### src/rtl/tess_pkg.sv
// ---------------------------------------------------------------------------
// tess_pkg
// Shared types and helpers for the tessellation-factor unit:
//   - domain mode encoding (triangle / quad)
//   - FSM state enum
//   - edge-index to vertex-pair table
//   - derived width helpers for edge length and scaled length
// No ports (package).
// ---------------------------------------------------------------------------
package tess_pkg;

  typedef enum logic {
    TESS_TRI  = 1'b0,
    TESS_QUAD = 1'b1
  } tess_mode_e;

  typedef enum logic [1:0] {
    IDLE = 2'd0,
    LEN  = 2'd1,
    DIV  = 2'd2,
    OUT  = 2'd3
  } tess_state_e;

  typedef struct packed {
    logic [1:0] a;
    logic [1:0] b;
  } vpair_t;

  // Edge length is max + min/2 of two (COORD_W+1)-bit magnitudes.
  function automatic int len_w(input int coord_w);
    return coord_w + 2;
  endfunction

  // alpha * len plus the rounding term target/2.
  function automatic int sc_w(input int coord_w, input int alpha_w);
    return len_w(coord_w) + alpha_w + 1;
  endfunction

  // Indices 0..3 are the outer edges, 4..5 the quad diagonals. Only
  // edge 2 differs between domains: tri closes the loop back to v0.
  function automatic vpair_t edge_pair(input tess_mode_e mode, input logic [2:0] idx);
    vpair_t p;
    p = '{a: 2'd0, b: 2'd1};
    case (idx)
      3'd0: p = '{a: 2'd0, b: 2'd1};
      3'd1: p = '{a: 2'd1, b: 2'd2};
      3'd2: begin
        if (mode == TESS_QUAD) p = '{a: 2'd2, b: 2'd3};
        else                   p = '{a: 2'd2, b: 2'd0};
      end
      3'd3: p = '{a: 2'd3, b: 2'd0};
      3'd4: p = '{a: 2'd0, b: 2'd2};
      3'd5: p = '{a: 2'd1, b: 2'd3};
      default: p = '{a: 2'd0, b: 2'd1};
    endcase
    return p;
  endfunction

  // Index of the final division for the domain.
  function automatic logic [2:0] last_idx(input tess_mode_e mode);
    return (mode == TESS_QUAD) ? 3'd5 : 3'd2;
  endfunction

endpackage

### src/rtl/tess_factor_unit_if.sv
// ---------------------------------------------------------------------------
// tess_factor_unit_if
// Patch-in / factors-out bundle of the tessellation-factor unit.
//   in_valid/in_ready   : patch handshake
//   in_mode             : 0 = triangle, 1 = quad
//   cfg_alpha/cfg_target: per-patch length scale and target segment length
//   x0..y3              : signed Q12.4 control points
//   out_valid/out_ready : result handshake
//   outer0..3, inner0..1: tess factors
// Modports: master = patch producer / factor consumer, slave = the unit.
// ---------------------------------------------------------------------------
interface tess_factor_unit_if #(
  parameter int COORD_W = 16,
  parameter int TF_W    = 8,
  parameter int ALPHA_W = 4
);

  logic                      in_valid;
  logic                      in_ready;
  logic                      in_mode;
  logic [ALPHA_W-1:0]        cfg_alpha;
  logic [COORD_W-1:0]        cfg_target;
  logic signed [COORD_W-1:0] x0, y0, x1, y1, x2, y2, x3, y3;
  logic                      out_valid;
  logic                      out_ready;
  logic [TF_W-1:0]           outer0, outer1, outer2, outer3;
  logic [TF_W-1:0]           inner0, inner1;

  modport master (
    output in_valid, in_mode, cfg_alpha, cfg_target,
    output x0, y0, x1, y1, x2, y2, x3, y3,
    output out_ready,
    input  in_ready, out_valid,
    input  outer0, outer1, outer2, outer3, inner0, inner1
  );

  modport slave (
    input  in_valid, in_mode, cfg_alpha, cfg_target,
    input  x0, y0, x1, y1, x2, y2, x3, y3,
    input  out_ready,
    output in_ready, out_valid,
    output outer0, outer1, outer2, outer3, inner0, inner1
  );

endinterface

### src/rtl/tess_seq_div.sv
// ---------------------------------------------------------------------------
// tess_seq_div
// Unsigned restoring divider, one quotient bit per cycle.
//   clk, rst_n : clock, asynchronous active-low reset
//   start      : load operands; the first bit is resolved on this edge
//   dividend   : DIVIDEND_W-bit numerator
//   divisor    : DIVISOR_W-bit denominator (0 yields a meaningless result)
//   busy       : iteration in progress
//   done       : 1-cycle pulse exactly DIVIDEND_W cycles after start
//   quotient   : result, stable from done until the next start
// ---------------------------------------------------------------------------
module tess_seq_div #(
  parameter int DIVIDEND_W = 23,
  parameter int DIVISOR_W  = 16
) (
  input  logic                  clk,
  input  logic                  rst_n,
  input  logic                  start,
  input  logic [DIVIDEND_W-1:0] dividend,
  input  logic [DIVISOR_W-1:0]  divisor,
  output logic                  busy,
  output logic                  done,
  output logic [DIVIDEND_W-1:0] quotient
);

  localparam int CNT_W = $clog2(DIVIDEND_W + 1);

  logic [DIVISOR_W-1:0]  rem, rem_next, src_rem, src_div, div_q;
  logic [DIVIDEND_W-1:0] quo, quo_next, src_quo;
  logic [DIVISOR_W:0]    shifted, diff;
  logic                  ge;
  logic [CNT_W-1:0]      cnt;
  logic                  busy_q, done_q;

  // One restoring step. On start the step works on the fresh operands so
  // that the full quotient is ready after DIVIDEND_W edges including start.
  always_comb begin
    src_rem  = start ? '0 : rem;
    src_quo  = start ? dividend : quo;
    src_div  = start ? divisor : div_q;
    shifted  = {src_rem, src_quo[DIVIDEND_W-1]};
    diff     = shifted - {1'b0, src_div};
    ge       = (shifted >= {1'b0, src_div});
    rem_next = ge ? diff[DIVISOR_W-1:0] : shifted[DIVISOR_W-1:0];
    quo_next = {src_quo[DIVIDEND_W-2:0], ge};
  end

  always_ff @(posedge clk or negedge rst_n) begin
    if (!rst_n) begin
      rem    <= '0;
      quo    <= '0;
      div_q  <= '0;
      cnt    <= '0;
      busy_q <= 1'b0;
      done_q <= 1'b0;
    end else begin
      done_q <= 1'b0;
      if (start) begin
        rem    <= rem_next;
        quo    <= quo_next;
        div_q  <= divisor;
        cnt    <= CNT_W'(DIVIDEND_W - 1);
        busy_q <= (DIVIDEND_W > 1);
        done_q <= (DIVIDEND_W == 1);
      end else if (busy_q) begin
        rem <= rem_next;
        quo <= quo_next;
        cnt <= cnt - CNT_W'(1);
        if (cnt == CNT_W'(1)) begin
          busy_q <= 1'b0;
          done_q <= 1'b1;
        end
      end
    end
  end

  assign busy     = busy_q;
  assign done     = done_q;
  assign quotient = quo;

endmodule

### src/rtl/tess_factor_unit.sv
// ---------------------------------------------------------------------------
// tess_factor_unit
// Adaptive tessellation-factor generator. Latches one patch, then for each
// edge forms an approximate screen length, scales it by alpha, divides by
// the target segment length on a shared serial divider and clamps the
// result to [TMIN, TMAX]. Quad: 4 outer + 2 diagonal divisions. Tri: 3
// outer divisions, inner0 = max outer.
//   clk   : clock
//   rst_n : asynchronous active-low reset
//   bus   : tess_factor_unit_if slave (patch in, factors out)
// ---------------------------------------------------------------------------
module tess_factor_unit
  import tess_pkg::*;
#(
  parameter int COORD_W = 16,
  parameter int TF_W    = 8,
  parameter int ALPHA_W = 4,
  parameter int TMIN    = 1,
  parameter int TMAX    = 64
) (
  input logic                 clk,
  input logic                 rst_n,
  tess_factor_unit_if.slave   bus
);

  localparam int LEN_W = len_w(COORD_W);
  localparam int SC_W  = sc_w(COORD_W, ALPHA_W);
  localparam int DW    = COORD_W + 1;

  localparam logic [SC_W-1:0] TMIN_Q = SC_W'(TMIN);
  localparam logic [SC_W-1:0] TMAX_Q = SC_W'(TMAX);
  localparam logic [TF_W-1:0] TMIN_F = TF_W'(TMIN);
  localparam logic [TF_W-1:0] TMAX_F = TF_W'(TMAX);

  tess_state_e               state, state_next;
  tess_mode_e                mode_q;
  logic [ALPHA_W-1:0]        alpha_q;
  logic [COORD_W-1:0]        target_q;
  logic signed [COORD_W-1:0] vx [4];
  logic signed [COORD_W-1:0] vy [4];
  logic [2:0]                idx;
  logic [TF_W-1:0]           res [6];
  logic [TF_W-1:0]           res_next [6];
  logic [TF_W-1:0]           outer_q [4];
  logic [TF_W-1:0]           inner_q [2];

  vpair_t                    pair;
  logic signed [DW-1:0]      dx, dy;
  logic [DW-1:0]             adx, ady, mx, mn;
  logic [LEN_W-1:0]          len;
  logic [SC_W-1:0]           scaled;
  logic                      div_start, div_busy, div_done;
  logic [SC_W-1:0]           quotient;
  logic [TF_W-1:0]           factor, tri_max;
  logic                      is_last, accept, finish_edge;

  assign accept      = (state == IDLE) && bus.in_valid;
  assign is_last     = (idx == last_idx(mode_q));
  assign finish_edge = (state == DIV) && div_done;

  // Length of the current edge: max(|dx|,|dy|) + min(|dx|,|dy|)/2, then
  // alpha*len with target/2 added so the later floor division rounds.
  always_comb begin
    pair   = edge_pair(mode_q, idx);
    dx     = {vx[pair.a][COORD_W-1], vx[pair.a]} - {vx[pair.b][COORD_W-1], vx[pair.b]};
    dy     = {vy[pair.a][COORD_W-1], vy[pair.a]} - {vy[pair.b][COORD_W-1], vy[pair.b]};
    adx    = dx[DW-1] ? DW'(-dx) : DW'(dx);
    ady    = dy[DW-1] ? DW'(-dy) : DW'(dy);
    mx     = (adx >= ady) ? adx : ady;
    mn     = (adx >= ady) ? ady : adx;
    len    = LEN_W'(mx) + LEN_W'(mn >> 1);
    scaled = SC_W'(alpha_q) * SC_W'(len) + SC_W'(target_q >> 1);
  end

  // Clamp the quotient; a zero target means "as fine as allowed".
  always_comb begin
    if (target_q == '0)         factor = TMAX_F;
    else if (quotient < TMIN_Q) factor = TMIN_F;
    else if (quotient > TMAX_Q) factor = TMAX_F;
    else                        factor = quotient[TF_W-1:0];
  end

  // Result set including the factor finishing this cycle, so the final
  // edge and the tri inner max can be committed in the same edge.
  always_comb begin
    for (int i = 0; i < 6; i++) res_next[i] = res[i];
    res_next[idx] = factor;
    tri_max = res_next[0];
    if (res_next[1] > tri_max) tri_max = res_next[1];
    if (res_next[2] > tri_max) tri_max = res_next[2];
  end

  // FSM next state and divider launch.
  always_comb begin
    state_next = state;
    div_start  = 1'b0;
    case (state)
      IDLE: if (bus.in_valid) state_next = LEN;
      LEN: begin
        div_start = !div_busy;
        if (!div_busy) state_next = DIV;
      end
      DIV: if (div_done) state_next = is_last ? OUT : LEN;
      OUT: if (bus.out_ready) state_next = IDLE;
      default: state_next = IDLE;
    endcase
  end

  // FSM state register.
  always_ff @(posedge clk or negedge rst_n) begin
    if (!rst_n) state <= IDLE;
    else        state <= state_next;
  end

  // Patch capture, per-edge result registers and output registers.
  always_ff @(posedge clk or negedge rst_n) begin
    if (!rst_n) begin
      mode_q   <= TESS_TRI;
      alpha_q  <= '0;
      target_q <= '0;
      idx      <= '0;
      for (int i = 0; i < 4; i++) begin
        vx[i]      <= '0;
        vy[i]      <= '0;
        outer_q[i] <= '0;
      end
      for (int i = 0; i < 6; i++) res[i] <= '0;
      inner_q[0] <= '0;
      inner_q[1] <= '0;
    end else begin
      if (accept) begin
        mode_q   <= tess_mode_e'(bus.in_mode);
        alpha_q  <= bus.cfg_alpha;
        target_q <= bus.cfg_target;
        idx      <= '0;
        vx[0] <= bus.x0; vy[0] <= bus.y0;
        vx[1] <= bus.x1; vy[1] <= bus.y1;
        vx[2] <= bus.x2; vy[2] <= bus.y2;
        vx[3] <= bus.x3; vy[3] <= bus.y3;
      end
      if (finish_edge) begin
        for (int i = 0; i < 6; i++) res[i] <= res_next[i];
        if (!is_last) begin
          idx <= idx + 3'd1;
        end else if (mode_q == TESS_QUAD) begin
          for (int i = 0; i < 4; i++) outer_q[i] <= res_next[i];
          inner_q[0] <= res_next[4];
          inner_q[1] <= res_next[5];
        end else begin
          for (int i = 0; i < 3; i++) outer_q[i] <= res_next[i];
          outer_q[3] <= '0;
          inner_q[0] <= tri_max;
          inner_q[1] <= '0;
        end
      end
    end
  end

  tess_seq_div #(
    .DIVIDEND_W (SC_W),
    .DIVISOR_W  (COORD_W)
  ) u_div (
    .clk      (clk),
    .rst_n    (rst_n),
    .start    (div_start),
    .dividend (scaled),
    .divisor  (target_q),
    .busy     (div_busy),
    .done     (div_done),
    .quotient (quotient)
  );

  assign bus.in_ready  = (state == IDLE);
  assign bus.out_valid = (state == OUT);
  assign bus.outer0    = outer_q[0];
  assign bus.outer1    = outer_q[1];
  assign bus.outer2    = outer_q[2];
  assign bus.outer3    = outer_q[3];
  assign bus.inner0    = inner_q[0];
  assign bus.inner1    = inner_q[1];

endmodule

### src/flat_wrapper.sv
// flat-port wrapper written by rule: the top's interface ports become plain ports
module tess_factor_unit_flat import tess_pkg::*;
#(
  parameter int COORD_W = 16,
  parameter int TF_W    = 8,
  parameter int ALPHA_W = 4,
  parameter int TMIN    = 1,
  parameter int TMAX    = 64
)
  (clk, rst_n, bus_in_valid, bus_in_mode, bus_cfg_alpha, bus_cfg_target, bus_x0, bus_y0, bus_x1, bus_y1, bus_x2, bus_y2, bus_x3, bus_y3, bus_out_ready, bus_in_ready, bus_out_valid, bus_outer0, bus_outer1, bus_outer2, bus_outer3, bus_inner0, bus_inner1);
  tess_factor_unit_if #(.COORD_W(COORD_W), .TF_W(TF_W), .ALPHA_W(ALPHA_W)) bus_i ();
  input logic clk;
  input logic rst_n;
  input wire logic [$bits(bus_i.in_valid)-1:0] bus_in_valid;
  input wire logic [$bits(bus_i.in_mode)-1:0] bus_in_mode;
  input wire logic [$bits(bus_i.cfg_alpha)-1:0] bus_cfg_alpha;
  input wire logic [$bits(bus_i.cfg_target)-1:0] bus_cfg_target;
  input wire logic [$bits(bus_i.x0)-1:0] bus_x0;
  input wire logic [$bits(bus_i.y0)-1:0] bus_y0;
  input wire logic [$bits(bus_i.x1)-1:0] bus_x1;
  input wire logic [$bits(bus_i.y1)-1:0] bus_y1;
  input wire logic [$bits(bus_i.x2)-1:0] bus_x2;
  input wire logic [$bits(bus_i.y2)-1:0] bus_y2;
  input wire logic [$bits(bus_i.x3)-1:0] bus_x3;
  input wire logic [$bits(bus_i.y3)-1:0] bus_y3;
  input wire logic [$bits(bus_i.out_ready)-1:0] bus_out_ready;
  output wire logic [$bits(bus_i.in_ready)-1:0] bus_in_ready;
  output wire logic [$bits(bus_i.out_valid)-1:0] bus_out_valid;
  output wire logic [$bits(bus_i.outer0)-1:0] bus_outer0;
  output wire logic [$bits(bus_i.outer1)-1:0] bus_outer1;
  output wire logic [$bits(bus_i.outer2)-1:0] bus_outer2;
  output wire logic [$bits(bus_i.outer3)-1:0] bus_outer3;
  output wire logic [$bits(bus_i.inner0)-1:0] bus_inner0;
  output wire logic [$bits(bus_i.inner1)-1:0] bus_inner1;
  assign bus_i.in_valid = bus_in_valid;
  assign bus_i.in_mode = bus_in_mode;
  assign bus_i.cfg_alpha = bus_cfg_alpha;
  assign bus_i.cfg_target = bus_cfg_target;
  assign bus_i.x0 = bus_x0;
  assign bus_i.y0 = bus_y0;
  assign bus_i.x1 = bus_x1;
  assign bus_i.y1 = bus_y1;
  assign bus_i.x2 = bus_x2;
  assign bus_i.y2 = bus_y2;
  assign bus_i.x3 = bus_x3;
  assign bus_i.y3 = bus_y3;
  assign bus_i.out_ready = bus_out_ready;
  assign bus_in_ready = bus_i.in_ready;
  assign bus_out_valid = bus_i.out_valid;
  assign bus_outer0 = bus_i.outer0;
  assign bus_outer1 = bus_i.outer1;
  assign bus_outer2 = bus_i.outer2;
  assign bus_outer3 = bus_i.outer3;
  assign bus_inner0 = bus_i.inner0;
  assign bus_inner1 = bus_i.inner1;
  tess_factor_unit #(.COORD_W(COORD_W), .TF_W(TF_W), .ALPHA_W(ALPHA_W), .TMIN(TMIN), .TMAX(TMAX)) u_core (.clk(clk), .rst_n(rst_n), .bus(bus_i));
endmodule
### config.mk
export PLATFORM = sky130hd
export DESIGN_NAME = tess_factor_unit_flat
export DESIGN_NICKNAME = d
export VERILOG_FILES = /design/src/rtl/tess_pkg.sv /design/src/rtl/tess_factor_unit_if.sv /design/src/rtl/tess_seq_div.sv /design/src/rtl/tess_factor_unit.sv /design/src/flat_wrapper.sv
export SDC_FILE = /design/constraint.sdc
export NUM_CORES = 1
export LEC_CHECK = 0
export CAP_MARGIN = 10
export CORE_MARGIN = 8
export CORE_UTILIZATION = 59
export DETAILED_ROUTE_END_ITERATION = 16
export PLACE_DENSITY = 0.86
export SYNTH_ARGS = -nofsm -noshare
export SYNTH_HDL_FRONTEND = slang
export SYNTH_SLANG_ARGS = --single-unit
### constraint.sdc
create_clock -name clk -period 17.8 [get_ports clk]
set_input_delay 3.56 -clock clk [delete_from_list [all_inputs] [get_ports clk]]
set_output_delay 3.56 -clock clk [all_outputs]
set_load 0.02 [all_outputs]
# Word level (Yosys, flattened, before mapping)
# Index checks and enable logic that the tools add are counted.
# word_totals
word_cells	132
reg_bits	312
# classes
multipliers	1
n_mux	55
addsub	9
reduce_logical	9
order_cmp	10
n_eq_ne	14
bitwise_logic	3
# ops
op	n
$mux 16	14
$bmux 16 s2	4
$mux 23	3
$mux 17	4
$mux 8	7
$bwmux 48	1
$neg 17->17	2
$sub 16x16->17	2
$demux 8 s3	1
$add 22x15->23	1
$gt 23x7->1 const B	1
$lt 23x1->1 const B	1
$mul 4x18->22	1
$pmux 4 s5	1
$add 17x16->18	1
$ge 17x16->1	1
$ge 17x17->1	1
$gt 8x8->1	2
$logic_not 16->1	1
$sub 16x16->16	1
$mux 2	6
$mux 3	4
$mux 5	2
$ne 2x2->1 const B	4
other kinds (22)	35

# Longest topological paths before layout
# depth
ltp_word	19
depth_mapped	68
mapped_depth_nobuf	64

# Hierarchy
# A second synthesis with hierarchy kept.
# unflattened
cells_unflattened	2580
hier_area_um2	22034.9
# by_module_without_submodules
mod	n_inst	area_each_um2	cells_per_inst	seq_area_each_um2
tess_factor_unit	1	18443.9	2218	6055.8
tess_seq_div	1	3590.9	362	1551.5

# Worst setup path after synthesis
# Ideal clock, no wire load.
# synth_path
kind	register -> register
startpoint	register u_core.idx[0]
endpoint	register u_core.u_div.rem[12]
setup_slack_ps	3206
n_path_buf	7
required_time_ps	17665
path_stages_with_launch	67
arrival_ps	14459
period_less_slack_ps	14594
setup_time_ps	135
path_cell_list	dfrtp_1 inv_1 clkbuf_1 ha_1 nor2b_1 nor2_1 and2_1 clkbuf_1 or2_2 clkbuf_1 clkbuf_1 a21oi_1 a221oi_1 ha_1 nand2b_1 a21oi_1 o221a_1 or3_1 [... 31 more ...] a21o_1 a21oi_1 o41ai_1 a311oi_1 a21oi_1 o22ai_1 ha_1 nor2b_1 o21a_1 o21ai_1 a21oi_1 o2111a_1 or4_1 a311oi_2 o21ai_2 clkbuf_1 a32oi_1 o21ai_0
# synth_via
elab_chain_len	19
elab_cells_between_ends	38
classes_between	add/sub: 7; mul: 1; order compare: 2; eq/ne: 5; mux: 21; bitwise: 2
# synth_rtl
element	line	rtl
start: declaration	tess_factor_unit.sv:41	logic [2:0] idx;
start signal: assignment	tess_factor_unit.sv:144	idx <= idx + 3'd1;
$eq 3x3->1, or another cell as far along	tess_pkg.sv:44	case (idx)
$pmux 4 s5 *	tess_pkg.sv:44	
$not 2->3 (not written as such)	tess_factor_unit.sv:65, tess_factor_unit.sv:66	
$bmux 16 s2, on equally long branches	tess_factor_unit.sv:65, tess_factor_unit.sv:66	
$mux 16, on equally long branches (2 in a row)	tess_factor_unit.sv:65, tess_factor_unit.sv:66	
$sub 16x16->17, on equally long branches	tess_factor_unit.sv:65, tess_factor_unit.sv:66	
$neg 17->17, on equally long branches	tess_factor_unit.sv:67, tess_factor_unit.sv:68	
$mux 17, on equally long branches	tess_factor_unit.sv:67, tess_factor_unit.sv:68	
[... 2 more ...]	n/a	
$add 17x16->18 *	tess_factor_unit.sv:71	len = LEN_W'(mx) + LEN_W'(mn >> 1);
$mul 4x18->22 *	tess_factor_unit.sv:72	scaled = SC_W'(alpha_q) * SC_W'(len) + SC_W'(target_q >> 1);
$add 22x15->23 *	tess_factor_unit.sv:72	
$mux 23 *	tess_seq_div.sv:39	src_quo = start ? dividend : quo;
$sub 16x16->16 or $ge 17x16->1 (tied branches)	tess_seq_div.sv:42, tess_seq_div.sv:43	
$mux 16 *	tess_seq_div.sv:44	rem_next = ge ? diff[DIVISOR_W-1:0] : shifted[DIVISOR_W-1:0];
$mux 16	tess_seq_div.sv:65	end else if (busy_q) begin
$mux 16 *	tess_seq_div.sv:58	if (start) begin
end signal: assignment	tess_seq_div.sv:59	rem <= rem_next;
end signal: assignment	tess_seq_div.sv:66	rem <= rem_next;
end: declaration	tess_seq_div.sv:28	logic [DIVISOR_W-1:0] rem, rem_next, src_rem, src_div, div_q;
# Every way passes the cells marked *; elsewhere a longest branch is shown, timed or not. The select of a mux whose other input is x is not followed.
# A chain may end at the register's enable or synchronous reset.

# Worst setup path after layout
# layout_path
startpoint	register u_core.idx[0]
endpoint	register u_core.u_div.rem[7]
# The elaborated chain is that of the path after synthesis.

==> results_dict.tcl <==
set metrics [dict create \
    drtIter0Drc 1500 \
    synth_seq_cells 304 \
    cpMaxStageDelayCell "nor2_1" \
    worstSetupPathType "flop to flop" \
    die_w_um 209 \
    cp_top_family "compound AO/OA/AOI/OAI gates" \
    numCtsBuffers 34 \
    hold_violations 0 \
    design.die.area_sq_um 43700 \
    path_buf_inv 5 \
    fmax_mhz 60.2 \
    drt-total-wl_um 59300 \
    outcome "finished, final reports clean" \
    overflow 0 \
    tns_ps 0 \
    fin_util 0.692 \
    async_reset_ff_frac 1.00 \
    grt_first_pass_wirelength_um 98900 \
    coreArea_sq_um 36600 \
    antenna_found_initial 0 \
    hp-class "flop to flop" \
    cts_buffer_depth 3 \
    cts_setup_buffers 0 \
    period_share 0.934 \
    synthTopCellsByArea "dfrtp_1 35%, nand2_1 12%, ha_1 8.1%" \
    worstSetupEndpointType "flop" \
    synth_edf_count 0 \
    drive_gt1_frac 0.0446 \
    yosysWarnings 0 \
    maxSlewHeadroom 0.177 \
    setup_viol 0 \
    routabilityCongestion 0.928 \
    synth_fp_nets 3011 \
    rsz0062_at_grt "false" \
    cp-start-kind "flop" \
    die_h_um 209 \
    num_vias 19692 \
    cts_htree_levels 2 \
    wl_per_cell_um 18.1 \
    grt_pass1_vias 19915 \
    ios 203 \
    worst_pin_slew_ps 1230 \
    drc 0 \
    num_rows 70 \
    clkSlewWorstSetupHoldPaths_ps 60 \
    yosysTopAreaCell "dfrtp_1" \
    nFillCells 2880 \
    post-dp-hpwl_um 43600 \
    fin_skew_ps 27.1 \
    maxSlewViolCount 0 \
    ant_nets 0 \
    period_minus_slack_ps 16620 \
    dr.pass1.iters 9 \
    ys_seq_area_frac 0.346 \
    root_buffer "clkbuf_16" \
    layoutNonFillerInstCount 3273 \
    crit_fanout 32 \
    arrival_ps 17020 \
    ys.flop_type "dfrtp_1" \
    cts_tree "yes" \
    synth.most_common_cell "nand2_1" \
    netlist_top_cells_count "684 x nand2_1, 304 x dfrtp_1, 191 x o21ai_0, 170 x a21oi_1, 148 x inv_1" \
    cp.required_ps 18200 \
    postPlaceCellArea_sq_um 24200 \
    clk_latency_ps 560 \
    grt_max_degree 99 \
    reg2reg_depth 61 \
    grt_use_total 0.270 \
    antennaDiodeCount 0 \
    area_growth_syn_to_layout_pct 15.4 \
    yosysUniqueCellTypes 81 \
    port_buffers 202 \
    placed_cells 3212 \
    synth_top_area_frac 0.346 \
    drv_cap 0 \
    syn_inst 2666 \
    numClockSinks 304 \
    cp_common_cell "ha_1" \
    critical_path_depth 61 \
    max_stage_delay_ps 810 \
    final_area_sq_um 25300 \
    viasPerCell 6.02 \
    nNetsFinal 3127 \
    synth.avg_cell_area_sq_um 8.24 \
    syn_area_sq_um 22000 \
    min_path_cells 2 \
    initial_utilization 0.600 \
]
==> what timing repair did <==
item / CTS / global route
endpoints found under the hold margin: 0 / 0
hold buffers: 0 / 0
gates resized for setup: 0 / 1
endpoints found under the setup margin: 0 / 2
==> sequential cells by signal (all words and copies together), names as in the netlist <==
signal	flops
u_core.vx	64
u_core.vy	64
u_core.res	40
u_core.u_div.quotient	23
u_core.target_q	16
u_core.u_div.div_q	16
u_core.u_div.rem	16
u_core.bus.inner0	8
u_core.bus.inner1	8
u_core.bus.outer0	8
u_core.bus.outer1	8
u_core.bus.outer2	8
u_core.bus.outer3	8
u_core.u_div.cnt	5
u_core.alpha_q	4
u_core.idx	3
u_core.state	2
u_core.mode_q	1
u_core.u_div.busy	1
u_core.u_div.done	1
==> placed cells by master (no fill, tap or decap), types with 9 or more instances in the layout <==
master,count
nand2_1,683
dfrtp_1,304
clkdlybuf4s50_1,201
o21ai_0,191
a21oi_1,170
inv_1,148
ha_1,141
nor2_1,117
mux2i_1,91
and2_1,81
xnor2_1,55
fa_1,50
a221oi_1,40
xor2_1,39
clkbuf_16,34
o221ai_1,31
o21a_1,29
a21o_1,27
nand3_1,24
nor3_1,23
buf_4,22
nor2b_1,16
a31oi_1,15
nand4_1,14
a21boi_0,14
nand2b_1,13
or3_1,13
mux2_2,13
a32oi_1,13
nor4_1,11
o22ai_1,10
and3_1,9
o31ai_1,9
==> cell families (layout without fill, tap and decap cells) <==
group | after synthesis | after routing | share of synthesized area
AND/OR/NAND/NOR | 1035 | 1035 | 0.203
buffers and inverters | 295 | 434 | 0.0505
XOR/XNOR | 95 | 95 | 0.0382
AO/OA/AOI/OAI | 640 | 640 | 0.186
adder cells (fa/ha/maj) | 192 | 192 | 0.126
multiplexers | 105 | 105 | 0.0492
flip-flops | 304 | 304 | 0.346
==> layout make-up <==
type | instances | area [sq um] | area share
multi-input combinational | 2067 | 13300 | 0.524
sequential | 304 | 7610 | 0.300
clock buffer | 45 | 922 | 0.0364
clock inverter | 14 | 173 | 0.00681
inverter | 150 | 563 | 0.0222
timing repair buffer | 225 | 2210 | 0.0873
tap | 468 | 586 | 0.0231
==> worst paths after layout <==
path,startpoint,to,slack [ps]
max,u_core.idx[0],u_core.u_div.rem[7],1180
min,u_core.bus.outer3[6],u_core.bus.outer3[6],480
max reg2reg,u_core.idx[0],u_core.u_div.rem[7],1180
min reg2reg,u_core.bus.outer3[6],u_core.bus.outer3[6],480
max in group asynchronous,rst_n,u_core.vy[39],12560
min in group asynchronous,rst_n,u_core.u_div.rem[11],3020
==> per-stage QoR <==
stage / setup slack, ps / hold WS, ps
finish: 1180 / 476
floorplan: 3210 / 446
CTS: 847 / 481
global route: 244 / 509
global placement: 1380 / 462
detailed placement: 975 / 468
==> routing by layer <==
layer	global-route usage	share of wire	wire length [um]	vias up
met4	0.0987	0.033	1970	0
met3	0.0471	0.064	3800	160
met5	0	0	0	-
met2	0.454	0.48	28200	767
li1	-	-	-	9393
met1	0.346	0.43	25300	9372
==> tightest hold or removal path, cell delays in order, from the launching register on <==
cell and delay (ps):
dfrtp_1 340, nand2_1 50, o21ai_0 60
Power is left out: the tool's default activity adds up to more than one toggle a clock period on the data nets, which glitch-free logic cannot reach.
